<file path="src/rtl/e_mdu_iter_pkg.sv">
// Shared encodings for the iterative E-stage multiply/divide unit.
package e_mdu_iter_pkg;

   // Operation codes carried on MDType.
   typedef enum logic [3:0] {
      MD_NONE  = 4'd0,
      MD_MULT  = 4'd1,
      MD_MULTU = 4'd2,
      MD_DIV   = 4'd3,
      MD_DIVU  = 4'd4,
      MD_MFHI  = 4'd5,
      MD_MFLO  = 4'd6,
      MD_MTHI  = 4'd7,
      MD_MTLO  = 4'd8
   } md_type_e;

   // Sequencer states.
   typedef enum logic [1:0] {
      S_IDLE = 2'd0,
      S_RUN  = 2'd1,
      S_FIX  = 2'd2
   } state_e;

   // Datapath class for one bit-serial iteration.
   typedef enum logic {
      OPC_MUL = 1'b0,
      OPC_DIV = 1'b1
   } op_class_e;

   // True for opcodes that occupy the iterative datapath.
   function automatic logic f_is_calc(input logic [3:0] t);
      return (t == MD_MULT) || (t == MD_MULTU) || (t == MD_DIV) || (t == MD_DIVU);
   endfunction

   // True for the two's-complement variants.
   function automatic logic f_is_signed(input logic [3:0] t);
      return (t == MD_MULT) || (t == MD_DIV);
   endfunction

   // True for divide variants.
   function automatic logic f_is_div(input logic [3:0] t);
      return (t == MD_DIV) || (t == MD_DIVU);
   endfunction

endpackage

</file>
<file path="src/rtl/e_mdu_iter_if.sv">
// E-stage request/result bundle between the pipeline and the MDU.
// Handshake: Start is the combinational "accept" indication -- an op is
// taken on any rising edge where Start=1 and Req=0. Busy is the registered
// "not ready" indication; while it is high nothing on Req/A/B/MDType is
// consumed and HIOut/LOOut keep their previous values.
interface e_mdu_iter_if #(parameter int WIDTH = 32);
   logic             Req;
   logic [WIDTH-1:0] A;
   logic [WIDTH-1:0] B;
   logic [3:0]       MDType;
   logic [WIDTH-1:0] HIOut;
   logic [WIDTH-1:0] LOOut;
   logic             Start;
   logic             Busy;

   modport master (output Req, A, B, MDType, input HIOut, LOOut, Start, Busy);
   modport slave  (input Req, A, B, MDType, output HIOut, LOOut, Start, Busy);
endinterface

</file>
<file path="src/rtl/e_mdu_iter_mdu_step.sv">
// One bit-serial iteration: shift-add multiply or restoring divide.
// Multiply: accumulator = {partial product, remaining multiplier bits}.
// Divide:   accumulator = {partial remainder, dividend/quotient bits}.
module e_mdu_iter_mdu_step
   import e_mdu_iter_pkg::*;
#(
   parameter int WIDTH = 32
) (
   input  op_class_e          i_cls,
   input  logic [2*WIDTH-1:0] i_acc,
   input  logic [WIDTH-1:0]   i_opnd,
   output logic [2*WIDTH-1:0] o_acc,
   output logic               o_qbit
);

   logic [WIDTH:0]   w_sum;
   logic [WIDTH:0]   w_rem;
   logic [WIDTH-1:0] w_diff;

   // Compute the next accumulator; for divide the quotient bit slot is left 0
   // and reported separately on o_qbit.
   always_comb begin
      w_sum  = {1'b0, i_acc[2*WIDTH-1:WIDTH]} + {1'b0, i_opnd};
      w_rem  = i_acc[2*WIDTH-1:WIDTH-1];
      // Only used when w_rem >= i_opnd, so the result fits WIDTH bits.
      w_diff = w_rem[WIDTH-1:0] - i_opnd;
      o_qbit = 1'b0;
      o_acc  = {1'b0, i_acc[2*WIDTH-1:1]};
      if (i_cls == OPC_DIV) begin
         o_qbit = (w_rem >= {1'b0, i_opnd});
         if (o_qbit) begin
            o_acc = {w_diff, i_acc[WIDTH-2:0], 1'b0};
         end else begin
            o_acc = {i_acc[2*WIDTH-2:0], 1'b0};
         end
      end else if (i_acc[0]) begin
         o_acc = {w_sum, i_acc[WIDTH-1:1]};
      end
   end

endmodule

</file>
<file path="src/rtl/e_mdu_iter.sv">
// Iterative E-stage multiply/divide unit with architectural HI/LO.
// An op runs on operand magnitudes for WIDTH cycles, then one FIX cycle
// applies the sign correction and writes HI/LO.
module e_mdu_iter
   import e_mdu_iter_pkg::*;
#(
   parameter int WIDTH = 32
) (
   input logic          Clk,
   input logic          Reset,
   e_mdu_iter_if.slave  mdu_bus
);

   localparam int CNT_W = $clog2(WIDTH) + 1;
   localparam int W2    = 2 * WIDTH;

   state_e             r_state;
   state_e             w_state_nxt;
   logic [3:0]         r_op;
   logic [WIDTH-1:0]   r_hi;
   logic [WIDTH-1:0]   r_lo;
   logic [WIDTH-1:0]   r_opnd;
   logic [WIDTH-1:0]   r_ahold;
   logic [W2-1:0]      r_acc;
   logic [CNT_W-1:0]   r_cnt;
   logic               r_qneg;
   logic               r_rneg;

   logic               w_start;
   logic               w_sgn_op;
   logic [WIDTH-1:0]   w_abs_a;
   logic [WIDTH-1:0]   w_abs_b;
   op_class_e          w_cls;
   logic [W2-1:0]      w_step_acc;
   logic               w_qbit;
   logic [W2-1:0]      w_acc_nxt;
   logic [W2-1:0]      w_prod_fix;
   logic [WIDTH-1:0]   w_rem;
   logic [WIDTH-1:0]   w_quo;
   logic [WIDTH-1:0]   w_hi_fix;
   logic [WIDTH-1:0]   w_lo_fix;

   // Sequencer state register.
   always_ff @(posedge Clk) begin
      if (Reset) begin
         r_state <= S_IDLE;
      end else begin
         r_state <= w_state_nxt;
      end
   end

   // Next state and Start; Start ignores Req so the hazard unit sees the op.
   always_comb begin
      w_state_nxt = r_state;
      w_start     = 1'b0;
      case (r_state)
         S_IDLE: begin
            w_start = f_is_calc(mdu_bus.MDType);
            if (w_start && !mdu_bus.Req) begin
               w_state_nxt = S_RUN;
            end
         end
         S_RUN: begin
            if (r_cnt == '0) begin
               w_state_nxt = S_FIX;
            end
         end
         S_FIX:   w_state_nxt = S_IDLE;
         default: w_state_nxt = S_IDLE;
      endcase
   end

   // Operand magnitudes; -MIN wraps to 2^(WIDTH-1), correct as unsigned.
   always_comb begin
      w_sgn_op = f_is_signed(mdu_bus.MDType);
      w_abs_a  = (w_sgn_op && mdu_bus.A[WIDTH-1]) ? -mdu_bus.A : mdu_bus.A;
      w_abs_b  = (w_sgn_op && mdu_bus.B[WIDTH-1]) ? -mdu_bus.B : mdu_bus.B;
      w_cls    = f_is_div(r_op) ? OPC_DIV : OPC_MUL;
      w_acc_nxt = {w_step_acc[W2-1:1], w_step_acc[0] | w_qbit};
   end

   e_mdu_iter_mdu_step #(.WIDTH(WIDTH)) u_mdu_step (
      .i_cls  (w_cls),
      .i_acc  (r_acc),
      .i_opnd (r_opnd),
      .o_acc  (w_step_acc),
      .o_qbit (w_qbit)
   );

   // Sign correction and divide-by-zero override for the FIX write.
   always_comb begin
      w_rem      = r_acc[W2-1:WIDTH];
      w_quo      = r_acc[WIDTH-1:0];
      w_prod_fix = r_acc;
      w_hi_fix   = w_rem;
      w_lo_fix   = w_quo;
      if (!f_is_div(r_op)) begin
         w_prod_fix = r_qneg ? -r_acc : r_acc;
         w_hi_fix   = w_prod_fix[W2-1:WIDTH];
         w_lo_fix   = w_prod_fix[WIDTH-1:0];
      end else if (r_opnd == '0) begin
         // Divisor magnitude is zero only when B was zero.
         w_hi_fix = r_ahold;
         w_lo_fix = '1;
      end else begin
         w_hi_fix = r_rneg ? -w_rem : w_rem;
         w_lo_fix = r_qneg ? -w_quo : w_quo;
      end
   end

   // Operand capture, iteration, HI/LO writes (FIX result and mthi/mtlo).
   always_ff @(posedge Clk) begin
      if (Reset) begin
         r_op    <= '0;
         r_hi    <= '0;
         r_lo    <= '0;
         r_opnd  <= '0;
         r_ahold <= '0;
         r_acc   <= '0;
         r_cnt   <= '0;
         r_qneg  <= 1'b0;
         r_rneg  <= 1'b0;
      end else begin
         case (r_state)
            S_IDLE: begin
               if (!mdu_bus.Req) begin
                  if (w_start) begin
                     r_op    <= mdu_bus.MDType;
                     r_ahold <= mdu_bus.A;
                     r_qneg  <= w_sgn_op & (mdu_bus.A[WIDTH-1] ^ mdu_bus.B[WIDTH-1]);
                     r_rneg  <= w_sgn_op & mdu_bus.A[WIDTH-1];
                     r_cnt   <= CNT_W'(WIDTH - 1);
                     // Upper half cleared; lower half seeds the serial operand.
                     if (f_is_div(mdu_bus.MDType)) begin
                        r_opnd <= w_abs_b;
                        r_acc  <= {{WIDTH{1'b0}}, w_abs_a};
                     end else begin
                        r_opnd <= w_abs_a;
                        r_acc  <= {{WIDTH{1'b0}}, w_abs_b};
                     end
                  end else if (mdu_bus.MDType == MD_MTHI) begin
                     r_hi <= mdu_bus.A;
                  end else if (mdu_bus.MDType == MD_MTLO) begin
                     r_lo <= mdu_bus.A;
                  end
               end
            end
            S_RUN: begin
               r_acc <= w_acc_nxt;
               r_cnt <= r_cnt - CNT_W'(1);
            end
            S_FIX: begin
               r_hi <= w_hi_fix;
               r_lo <= w_lo_fix;
            end
            default: ;
         endcase
      end
   end

   assign mdu_bus.HIOut = r_hi;
   assign mdu_bus.LOOut = r_lo;
   assign mdu_bus.Start = w_start;
   assign mdu_bus.Busy  = (r_state != S_IDLE);

endmodule
</file>
<file path="src/flat_wrapper.sv">
// flat-port wrapper written by rule: the top's interface ports become plain ports
module e_mdu_iter_flat import e_mdu_iter_pkg::*;
#(
   parameter int WIDTH = 32
)
  (Clk, Reset, mdu_bus_Req, mdu_bus_A, mdu_bus_B, mdu_bus_MDType, mdu_bus_HIOut, mdu_bus_LOOut, mdu_bus_Start, mdu_bus_Busy);
  e_mdu_iter_if #(.WIDTH(WIDTH)) mdu_bus_i ();
  input logic Clk;
  input logic Reset;
  input wire logic [$bits(mdu_bus_i.Req)-1:0] mdu_bus_Req;
  input wire logic [$bits(mdu_bus_i.A)-1:0] mdu_bus_A;
  input wire logic [$bits(mdu_bus_i.B)-1:0] mdu_bus_B;
  input wire logic [$bits(mdu_bus_i.MDType)-1:0] mdu_bus_MDType;
  output wire logic [$bits(mdu_bus_i.HIOut)-1:0] mdu_bus_HIOut;
  output wire logic [$bits(mdu_bus_i.LOOut)-1:0] mdu_bus_LOOut;
  output wire logic [$bits(mdu_bus_i.Start)-1:0] mdu_bus_Start;
  output wire logic [$bits(mdu_bus_i.Busy)-1:0] mdu_bus_Busy;
  assign mdu_bus_i.Req = mdu_bus_Req;
  assign mdu_bus_i.A = mdu_bus_A;
  assign mdu_bus_i.B = mdu_bus_B;
  assign mdu_bus_i.MDType = mdu_bus_MDType;
  assign mdu_bus_HIOut = mdu_bus_i.HIOut;
  assign mdu_bus_LOOut = mdu_bus_i.LOOut;
  assign mdu_bus_Start = mdu_bus_i.Start;
  assign mdu_bus_Busy = mdu_bus_i.Busy;
  e_mdu_iter #(.WIDTH(WIDTH)) u_core (.Clk(Clk), .Reset(Reset), .mdu_bus(mdu_bus_i));
endmodule
</file>
<file path="config.mk">
export PLATFORM = sky130hd
export DESIGN_NAME = e_mdu_iter_flat
export DESIGN_NICKNAME = d
export VERILOG_FILES = /design/src/rtl/e_mdu_iter_pkg.sv /design/src/rtl/e_mdu_iter_if.sv /design/src/rtl/e_mdu_iter_mdu_step.sv /design/src/rtl/e_mdu_iter.sv /design/src/flat_wrapper.sv
export SDC_FILE = /design/constraint.sdc
export NUM_CORES = 1
export LEC_CHECK = 0
export CORE_UTILIZATION = 30
export DETAILED_ROUTE_END_ITERATION = 8
export GPL_ROUTABILITY_DRIVEN = 1
export PLACE_DENSITY = 0.57
export SKIP_LAST_GASP = 1
export SLEW_MARGIN = 20
export SYNTH_ARGS = -nofsm -noshare
export SYNTH_HDL_FRONTEND = slang
export SYNTH_SLANG_ARGS = --single-unit
</file>
<file path="constraint.sdc">
create_clock -name Clk -period 3.1 [get_ports Clk]
set_clock_uncertainty 0.1 [all_clocks]
set_input_delay 0.62 -clock Clk [delete_from_list [all_inputs] [get_ports Clk]]
set_output_delay 0.62 -clock Clk [all_outputs]
set_load 0.02 [all_outputs]
</file>
* Yosys cells after proc, flatten, opt, wreduce, memory -nomap -nowiden *
Cells that the tools add are included.

word-level totals
  logic and storage cells = 98
  output and inout port bits = 66
  register bits = 206
  input port bits = 71

cells by class
  reductions and logical operators = 21
  multiplexer cells = 35
  bitwise operators = 5
  add/subtract/negate cells = 8
  $lt $le $gt $ge = 1
  equality and inequality tests = 18

operators by type and width
  kind                                                                   count
  32-bit two-way mux                                                     17
  64-bit two-way mux                                                     6
  32-bit negator                                                         4
  32-bit one-hot mux with 2 select lines                                 2
  64-bit one-hot mux with 2 select lines                                 1
  64-bit negator                                                         1
  32-bit by 32-bit adder with 33-bit output                              1
  33-bit by 32-bit greater-or-equal comparator with 1-bit output         1
  32-bit logical NOT                                                     1
  32-bit subtractor                                                      1
  4-bit by 2-bit equality test with 1-bit output, second input constant  3
  4-bit by 3-bit equality test with 1-bit output, second input constant  3
  6-bit two-way mux                                                      2
  6-bit one-hot mux with 2 select lines                                  1
  2-bit by 1-bit != test with 1-bit output, second input constant        4
  2-bit != test, second input constant                                   4
  6-bit logical NOT                                                      1
  1-bit logical OR                                                       6
  3-bit AND reduction                                                    2
  2-bit nonzero test                                                     3
  6-bit by 1-bit subtractor with 6-bit output, second input constant     1
  5-bit AND reduction                                                    1
  4-bit by 1-bit equality test with 1-bit output, second input constant  1
  4-bit equality test, second input constant                             1
  other kinds (14)                                                       20

* Depth between registers and ports, before layout *
Gate-level depths: netlist (run 1).

  word-level depth = 8
  gate-level depth with buffers = 15

* Cells and area by module *
Synthesis (run 1) repeated with hierarchy kept, for this count alone.

second synthesis, totals
  cells, all modules = 2,295
  area, all modules = 17,524.3 um^2

by module, submodules not included
  module               area each (um^2)  instances  cells each
  e_mdu_iter           12,844.8          1          1,608
  e_mdu_iter_mdu_step  4,679.5           1          687

* Worst setup path after synthesis (run 1) *
Ideal clock, no wire load.

  kind = reg2reg
  start point = register u_core.r_acc[0]
  end point = register u_core.r_hi[26] (netlist: u_core.mdu_bus.HIOut[26])
  cell stages (with the launch flop) = 14
  arrival = 3.166 ns
  library setup time = 0.095 ns
  period minus slack after synthesis = 3.361 ns
  buffers on the path = 2
  slack = -0.261 ns
  cell sequence = dfxtp_1 inv_1 clkbuf_1 clkbuf_1 ha_1 nand2b_1 nor4_1 nand3_1 or3_1 or2_2 o21ai_0 xnor2_1 nand2_1 a221oi_1

between the ends
  cells in the longest elaborated chain, start to end = 4

ends and longest elaborated chain
  element                                 line               RTL
  from (decl)                             e_mdu_iter.sv:24   logic [W2-1:0] r_acc;
  from (signal assigned)                  e_mdu_iter.sv:136  r_acc <= {{WIDTH{1'b0}}, w_abs_a};
  from (signal assigned)                  e_mdu_iter.sv:139  r_acc <= {{WIDTH{1'b0}}, w_abs_b};
  from (signal assigned)                  e_mdu_iter.sv:149  r_acc <= w_acc_nxt;
  64-bit negator                          e_mdu_iter.sv:98   w_prod_fix = r_qneg ? -r_acc : r_acc;
  64-bit two-way mux                      e_mdu_iter.sv:98
  32-bit two-way mux                      e_mdu_iter.sv:97   if (!f_is_div(r_op)) begin
  32-bit one-hot mux with 2 select lines  e_mdu_iter.sv:124  case (r_state)
  to (signal assigned)                    e_mdu_iter.sv:142  r_hi <= mdu_bus.A;
  to (signal assigned)                    e_mdu_iter.sv:153  r_hi <= w_hi_fix;
  to (decl)                               e_mdu_iter.sv:20   logic [WIDTH-1:0] r_hi;

Every way passes these cells.
A chain may end at the register's enable or synchronous reset.

* Worst setup path in the final report (run 1) *
  start point = register u_core.r_acc[12]
  end point = register u_core.r_hi[27] (netlist: u_core.mdu_bus.HIOut[27])

Same word-level chain as after synthesis.

==> flow_summary_export.csv, run 1 <==
group,metric,value,unit
run_status,outcome,"finished with violations",
run_status,failed_checks,"negative setup slack",
clock_network,cts.sinks,206,
clock_network,insertion_delay,570,ps
synth,async_flop_share,0,%
routing,wire_per_inst,22.2,microns
routing,antenna_left,0,
setup_path,reg2reg_to,"u_core.mdu_bus.HIOut[27]$_SDFFE_PP0P_",
global_routing,antenna_found_initial,0,
setup_path,cp.arrival,3610,ps
setup_path,rrSetupSlack,-180,ps
place,dp.cells,3543,
synth,synth-edff-count,0,
min_path,hold_end,"u_core.r_ahold[3]$_SDFFE_PP0P_",
timing,setup_slack,-185,ps
setup_path,cp-start-kind,"flop",
synth,synth-seq-cells,206,
synth,synth_simple_gate_area_share,22.8,%
routing,num_vias,20400,
min_path,hold_class,"flop to flop",
finish,layout-drive-gt1-share,26.3,%
synth,synth_mux_area_share,3.83,%
setup_path,setup.worst_path.class,"flop to flop",
min_path,hold_depth,2,
synth,syn_avg_cell_area,7.11,sq um
finish,final_cell_mix,"442 x buf_4, 375 x nand2_1, 244 x a21oi_1",
setup_path,timing.rr.start,"u_core.r_acc[12]$_SDFFE_PP0P_",
routing,drtIter0Drc,1834,
routing,drcViolationCount,0,
clock_network,clk_pin_slew_worst_paths,60,ps
synth,syn_inst,2403,
routing,drtPass1Iterations,8,
synth,synth_nets,2546,
place,io_buffers,136,
floorplanning,core_area,56300,sq um
routing,viasPerCell,5.64,
timing,slew_violations,0,
synth,synth_top_family_by_area,"compound AO/OA/AOI/OAI gates",
place,hpwl,60.6,mm
finish,stdcell_count,3624,
place,dpl_worst_slack,-628,ps
setup_path,critPathMaxStageDelay,530,ps
synth,ys_seq_area_share,24.1,%
setup_path,required,3420,ps
timing,fmax,304,MHz
synth,synth_cell_types,71,
min_path,hp-start,"u_core.r_ahold[3]$_SDFFE_PP0P_",
power,ir_drop,0.400,mV
setup_path,path_max_fanout,7,
timing,min_period,3280,ps
timing,period_share,106,%
global_routing,grt_pass1_vias,19500,
power,leakagePower,0.00984,uW
floorplanning,dieArea,57900,sq um
place,place_congestion,0.968,
synth,synth_xor_area_share,9.39,%
global_routing,grt_pass1_wl,119,mm
finish,fin_nets,2992,
setup_path,cp_cell_sequence,"or4_4 > or4_4 > or3_4 > or2_4 > or3_4 > o21ai_2 > xnor2_1 > a211oi_2 > a211oi_2",
synth,synth-adder-area-share,5.36,%
global_routing,grt_usage,26.9,%
timing,finalSetupViolations,17,
clock_network,cts_hold_buf,0,
clock_network,ctsLongestPathBuffers,3,
routing,routed_wl,80.5,mm
timing,setup_tns,-1580,ps
floorplanning,core.rowCount,87,
floorplanning,io_pins,137,
setup_path,slowest_stage,"or4_4",
setup_path,reg2reg_depth,9,
floorplanning,start_util,30.3,%
setup_path,crit_buf_inv,0,
global_routing,grt_max_degree,129,
timing,tightest_slew,1130,ps
global_routing,overflow,0,
timing,rsz0062_at_grt,"true",
floorplanning,fp.dieH,241,microns
setup_path,end_kind,"flop",
finish,area_delta_synth_final,44.7,%
synth,ys_warn_count,0,
synth,syn_area,17100,sq um
clock_network,root_buffer,"clkbuf_16",
run,cap_viol_max_count,0,
floorplanning,die_w,241,microns
synth,synthFlopType,"dfxtp_1",
finish,final_common_cell,"buf_4",
setup_path,crit_family,"simple AND/OR/NAND/NOR gates",
clock_network,cts_tree,"built",
timing,final-hold-violation-count,0,
clock_network,cts_inserted_buffers,27,
power,pwr_density_cell,416,nW/um^2
timing,slew_headroom,24.4,%
clock_network,h-tree-depth,1,
synth,synth_compound_gate_area_share,28.6,%
-- through the flow --
step                      instance area (sq um)  utilization [%]  hold WS (ps)  total power, uW
final                                     24700             43.9           353            10300
after global routing                      24700             43.9           372            10600
after CTS                                 24000             42.6           354             9980
after detailed placement                  22300             39.7           345             6170
after global placement                    22300             39.7           339             6150
after floorplan                           17100                -           333             4610
-- power by group --
part           switching (uW)  internal (uW)  total, uW  leakage (uW)
combinational            2140           1840       3970       0.00770
clock                    1340           2080       3420      0.000450
sequential                108           2780       2880       0.00169
-- cells in the mapped netlist, types with 20 or more instances --
library cell | count | area share [%]
o21ai_0 | 121 | 3.5
nor3_1 | 56 | 1.6
a21o_1 | 30 | 1.3
ha_1 | 70 | 5.1
xnor2_1 | 96 | 4.9
clkbuf_1 | 179 | 3.9
nor2_1 | 203 | 4.5
mux2i_1 | 62 | 3.6
a21oi_1 | 272 | 8.0
a221oi_1 | 35 | 1.8
nor4_1 | 26 | 0.95
dfxtp_1 | 206 | 24
or3_1 | 23 | 0.84
o31ai_1 | 27 | 1.2
nand2b_1 | 20 | 0.73
o211ai_1 | 35 | 1.5
xor2_1 | 87 | 4.5
a31oi_1 | 20 | 0.73
a211oi_1 | 79 | 3.5
nand2_1 | 379 | 8.3
a311oi_1 | 30 | 1.5
nand3_1 | 35 | 1.0
inv_1 | 58 | 1.3
-- worst min-delay path: stages, from the launching register on --
cell and delay [ps]:
dfxtp_1 310, nand2_1 50, a21oi_1 50
-- cells by family (layout without fill, tap and decap cells) --
family | after synthesis | after routing
multiplexers | 65 | 65
AO/OA/AOI/OAI | 755 | 755
other | 0 | 1
adder cells (fa/ha/maj) | 72 | 72
AND/OR/NAND/NOR | 858 | 858
buffers and inverters | 264 | 728
XOR/XNOR | 183 | 183
flip-flops | 206 | 206
-- worst max-delay path by stage --
stage	from	to	slack (ps)	cells past startpoint
finish	u_core.r_acc[12]$_SDFFE_PP0P_	u_core.mdu_bus.HIOut[27]$_SDFFE_PP0P_	-180	9
global route	u_core.r_acc[12]$_SDFFE_PP0P_	u_core.mdu_bus.HIOut[27]$_SDFFE_PP0P_	-240	9
CTS	u_core.r_acc[15]$_SDFFE_PP0P_	u_core.mdu_bus.HIOut[27]$_SDFFE_PP0P_	-210	9
detailed placement	mdu_bus_A[9]	u_core.r_acc[31]$_SDFFE_PP0P_	-630	10
global placement	mdu_bus_A[9]	u_core.r_acc[30]$_SDFFE_PP0P_	-620	13
floorplan	u_core.r_acc[15]$_SDFFE_PP0P_	u_core.mdu_bus.HIOut[3]$_SDFFE_PP0P_	-60	12
-- cell type report --
type | count | area [sq um]
fillers | 5654 | 31600
multi-input cells | 1933 | 13000
repair buffers | 623 | 5390
flip-flops and latches | 206 | 4180
well taps | 756 | 946
clock buffers | 33 | 728
inverters | 58 | 220
clock inverters | 14 | 216
diodes | 1 | 2.50
-- registers in the layout, indices dropped and copies added (netlist names) --
| name | count |
|---|---|
| u_core.r_acc | 64 |
| u_core.mdu_bus.HIOut | 32 |
| u_core.mdu_bus.LOOut | 32 |
| u_core.r_ahold | 32 |
| u_core.r_opnd | 32 |
| u_core.r_cnt | 6 |
| u_core.r_op | 4 |
| u_core.r_state | 2 |
| u_core.r_qneg | 1 |
| u_core.r_rneg | 1 |
-- what timing repair did --
action,CTS,global route
resized for setup,129,159
gates cloned,2,1
buffers inserted,19,17
pin swaps,41,78
setup endpoints to repair,54,89
-- per-layer routing --
layer / global-route usage, % / vias up / share of wire, %
met1: 34.9 / 9774 / 41
li1: - / 9577 / -
met4: 12.4 / 0 / 5.1
met2: 43.5 / 904 / 46
met3: 4.47 / 194 / 8.0
met5: 0 / - / 0
Power figures use the tool's default switching activity.
==> run 2: changes to the inputs <==
--- a/config.mk
+++ b/config.mk
@@ -9,6 +9,7 @@
 export DETAILED_ROUTE_END_ITERATION = 8
 export GPL_ROUTABILITY_DRIVEN = 1
 export PLACE_DENSITY = 0.57
+export REMOVE_ABC_BUFFERS = 1
 export SKIP_LAST_GASP = 1
 export SLEW_MARGIN = 20
 export SYNTH_ARGS = -nofsm -noshare
==> constraint.sdc (replaced) <==
create_clock -name Clk -period 3.1 [get_ports Clk]
set_clock_uncertainty 0.1 [all_clocks]
set_input_delay 0.62 -clock Clk [delete_from_list [all_inputs] [get_ports Clk]]
set_output_delay 0.62 -clock Clk [all_outputs]
set_load 0.05 [all_outputs]
==> run 2 against run 1 <==
Compared with the run above: the run still ends with negative setup slack left; maximum frequency rose by 1.0%; register-to-register slack improved by 30 ps; sequential share of layout area decreased by 0.20 points; global-route usage is 1.5 points lower; via count decreased by 1.4%; clock power is 7.0% lower; cell count grew 0.66%; final area is 1.0% higher; combinational power about the same; largest power group unchanged; highest routed layer is now met5.
==> flow_summary_export.csv, run 2 (synthesis results as in run 1) <==
group,metric,value,unit
timing,final-hold-violation-count,0,
setup_path,required,3420,ps
timing,setup_slack,-151,ps
finish,layout-drive-gt1-share,27.7,%
finish,final_common_cell,"buf_4",
setup_path,slowest_stage,"or4_4",
routing,viasPerCell,5.53,
global_routing,grt_pass1_vias,19400,
setup_path,rrSetupSlack,-150,ps
setup_path,reg2reg_depth,11,
finish,fin_area,25000,sq um
place,io_buffers,136,
power,ir_drop,0.410,mV
floorplanning,dieArea,57900,sq um
clock_network,h-tree-depth,1,
timing,period_share,105,%
timing,min_period,3250,ps
timing,tightest_slew,1110,ps
setup_path,critPathMaxStageDelay,560,ps
clock_network,root_buffer,"clkbuf_16",
run,cap_viol_max_count,0,
floorplanning,start_util,30.3,%
run_status,failed_checks,"negative setup slack",
clock_network,insertion_delay,580,ps
floorplanning,fp.dieH,241,microns
power,pwr_density_cell,401,nW/um^2
clock_network,clk_pin_slew_worst_paths,60,ps
finish,antennaDiodeCount,0,
setup_path,setup.worst_path.class,"flop to flop",
finish,fin_nets,3015,
place,place_congestion,0.975,
setup_path,cp_cell_sequence,"or4_4 > or4_4 > or3_4 > or2_4 > buf_4 > or3_4 > nand2_4 > xor2_2 > a21oi_2 > nor2_1 > a211oi_1",
floorplanning,die_w,241,microns
setup_path,path_max_fanout,2,
setup_path,timing.rr.start,"u_core.r_acc[15]$_SDFFE_PP0P_",
global_routing,antenna_found_initial,2,
setup_path,reg2reg_to,"u_core.mdu_bus.HIOut[23]$_SDFFE_PP0P_",
routing,wire_per_inst,21.0,microns
setup_path,cp-start-kind,"flop",
routing,antenna_left,0,
power,pwr-share-comb,39.5,%
timing,slew_violations,0,
setup_path,crit_path_start,"u_core.r_acc[15]$_SDFFE_PP0P_",
place,dpl_cell_area,22500,sq um
timing,slew_headroom,26.1,%
timing,finalSetupViolations,13,
clock_network,cts.sinks,206,
power,seqPwrFrac,28.8,%
timing,rsz0062_at_grt,"true",
clock_network,cts_inserted_buffers,26,
place,dpl_worst_slack,-677,ps
global_routing,overflow,0,
setup_path,crit_end,"u_core.mdu_bus.HIOut[23]$_SDFFE_PP0P_",
global_routing,grt_pass1_wl,114,mm
routing,drtPass1Iterations,6,
finish,area_delta_synth_final,46.2,%
routing,drtIter0Drc,1725,
global_routing,grt_usage,25.4,%
min_path,hold_class,"flop to flop",
routing,num_vias,20200,
floorplanning,io_pins,137,
routing,drcViolationCount,0,
global_routing,grt_max_degree,66,
power,p_int,6400,uW
finish,regMostFlops,"u_core.r_acc",
timing,fmax,308,MHz
power,clock_power_share,31.7,%
setup_path,cp.arrival,3570,ps
timing,setup_tns,-1120,ps
power,netSwitchingFraction,36.1,%
clock_network,cts_tree,"built",
clock_network,ctsLongestPathBuffers,3,
finish,largest_register_ffs,64,
floorplanning,core.rowCount,87,
floorplanning,core_area,56300,sq um
power,leakagePower,0.00987,uW
place,hpwl,57.7,mm
setup_path,end_kind,"flop",
run_status,outcome,"finished with violations",
power,switchingPower,3610,uW
finish,final_cell_mix,"475 x buf_4, 375 x nand2_1, 252 x a21oi_1",
routing,routed_wl,76.6,mm
## run 2: repair_timing
action,in CTS,in global routing
cloned,1,0
gates resized for setup,135,173
buffers inserted,22,19
endpoints found under the setup margin,71,84
pin swaps,54,74
hold buffers,0,0
## run 2: worst max-delay path: cells and delay by family, from the launching register on
family,cells,cell delay (ps)
AO/OA/AOI/OAI,2,130
buffers and inverters,1,140
AND/OR/NAND/NOR,7,2270
flip-flops,1,320
XOR/XNOR,1,150
## run 2: worst min-delay path by stage
stage | depth (start not counted) | slack (ps) | endpoint | start
detailed placement | 2 | 350 | u_core.r_ahold[29]$_SDFFE_PP0P_ | u_core.r_ahold[29]$_SDFFE_PP0P_
floorplan | 2 | 330 | u_core.r_ahold[16]$_SDFFE_PP0P_ | u_core.r_ahold[16]$_SDFFE_PP0P_
finish | 2 | 360 | u_core.r_ahold[26]$_SDFFE_PP0P_ | u_core.r_ahold[26]$_SDFFE_PP0P_
CTS | 2 | 360 | u_core.r_ahold[29]$_SDFFE_PP0P_ | u_core.r_ahold[29]$_SDFFE_PP0P_
global route | 2 | 370 | u_core.r_ahold[27]$_SDFFE_PP0P_ | u_core.r_ahold[27]$_SDFFE_PP0P_
global placement | 2 | 340 | u_core.r_ahold[7]$_SDFFE_PP0P_ | u_core.r_ahold[7]$_SDFFE_PP0P_
## run 2: cell type report
type	count	area (sq um)
Fill cell	5675	31300
Multi-Input combinational cell	1933	13200
Timing Repair Buffer	647	5540
Sequential cell	206	4170
Tap cell	756	946
Clock buffer	36	739
Inverter	58	225
Clock inverter	12	120
## run 2: power groups by stage
stage	clock (uW)	combinational [uW]	sequential, uW
finish	3180	3950	2880
global placement	0	3250	2930
global route	3320	4200	2890
CTS	3220	3680	2880
detailed placement	0	3270	2930
floorplan	0	1490	3060
## run 2: layer usage
layer	wire length, microns	share of wire, %	up-vias	track usage [%]
met2	36200	47	745	43.8
met1	33100	43	9651	32.9
met4	3020	3.9	2	9.23
met3	4240	5.5	154	2.41
met5	15	0.020	-	0
li1	-	-	9620	-
## run 2: stage by stage
stage               total power, uW  instances  hold WS [ps]  utilization, %
global placement               6180       3562           341            39.9
global route                  10400       3648           369            44.4
detailed placement             6200       3562           347            39.9
CTS                            9770       3632           356            42.7
floorplan                      4550       2197           327               -
finish                        10000       3648           357            44.4
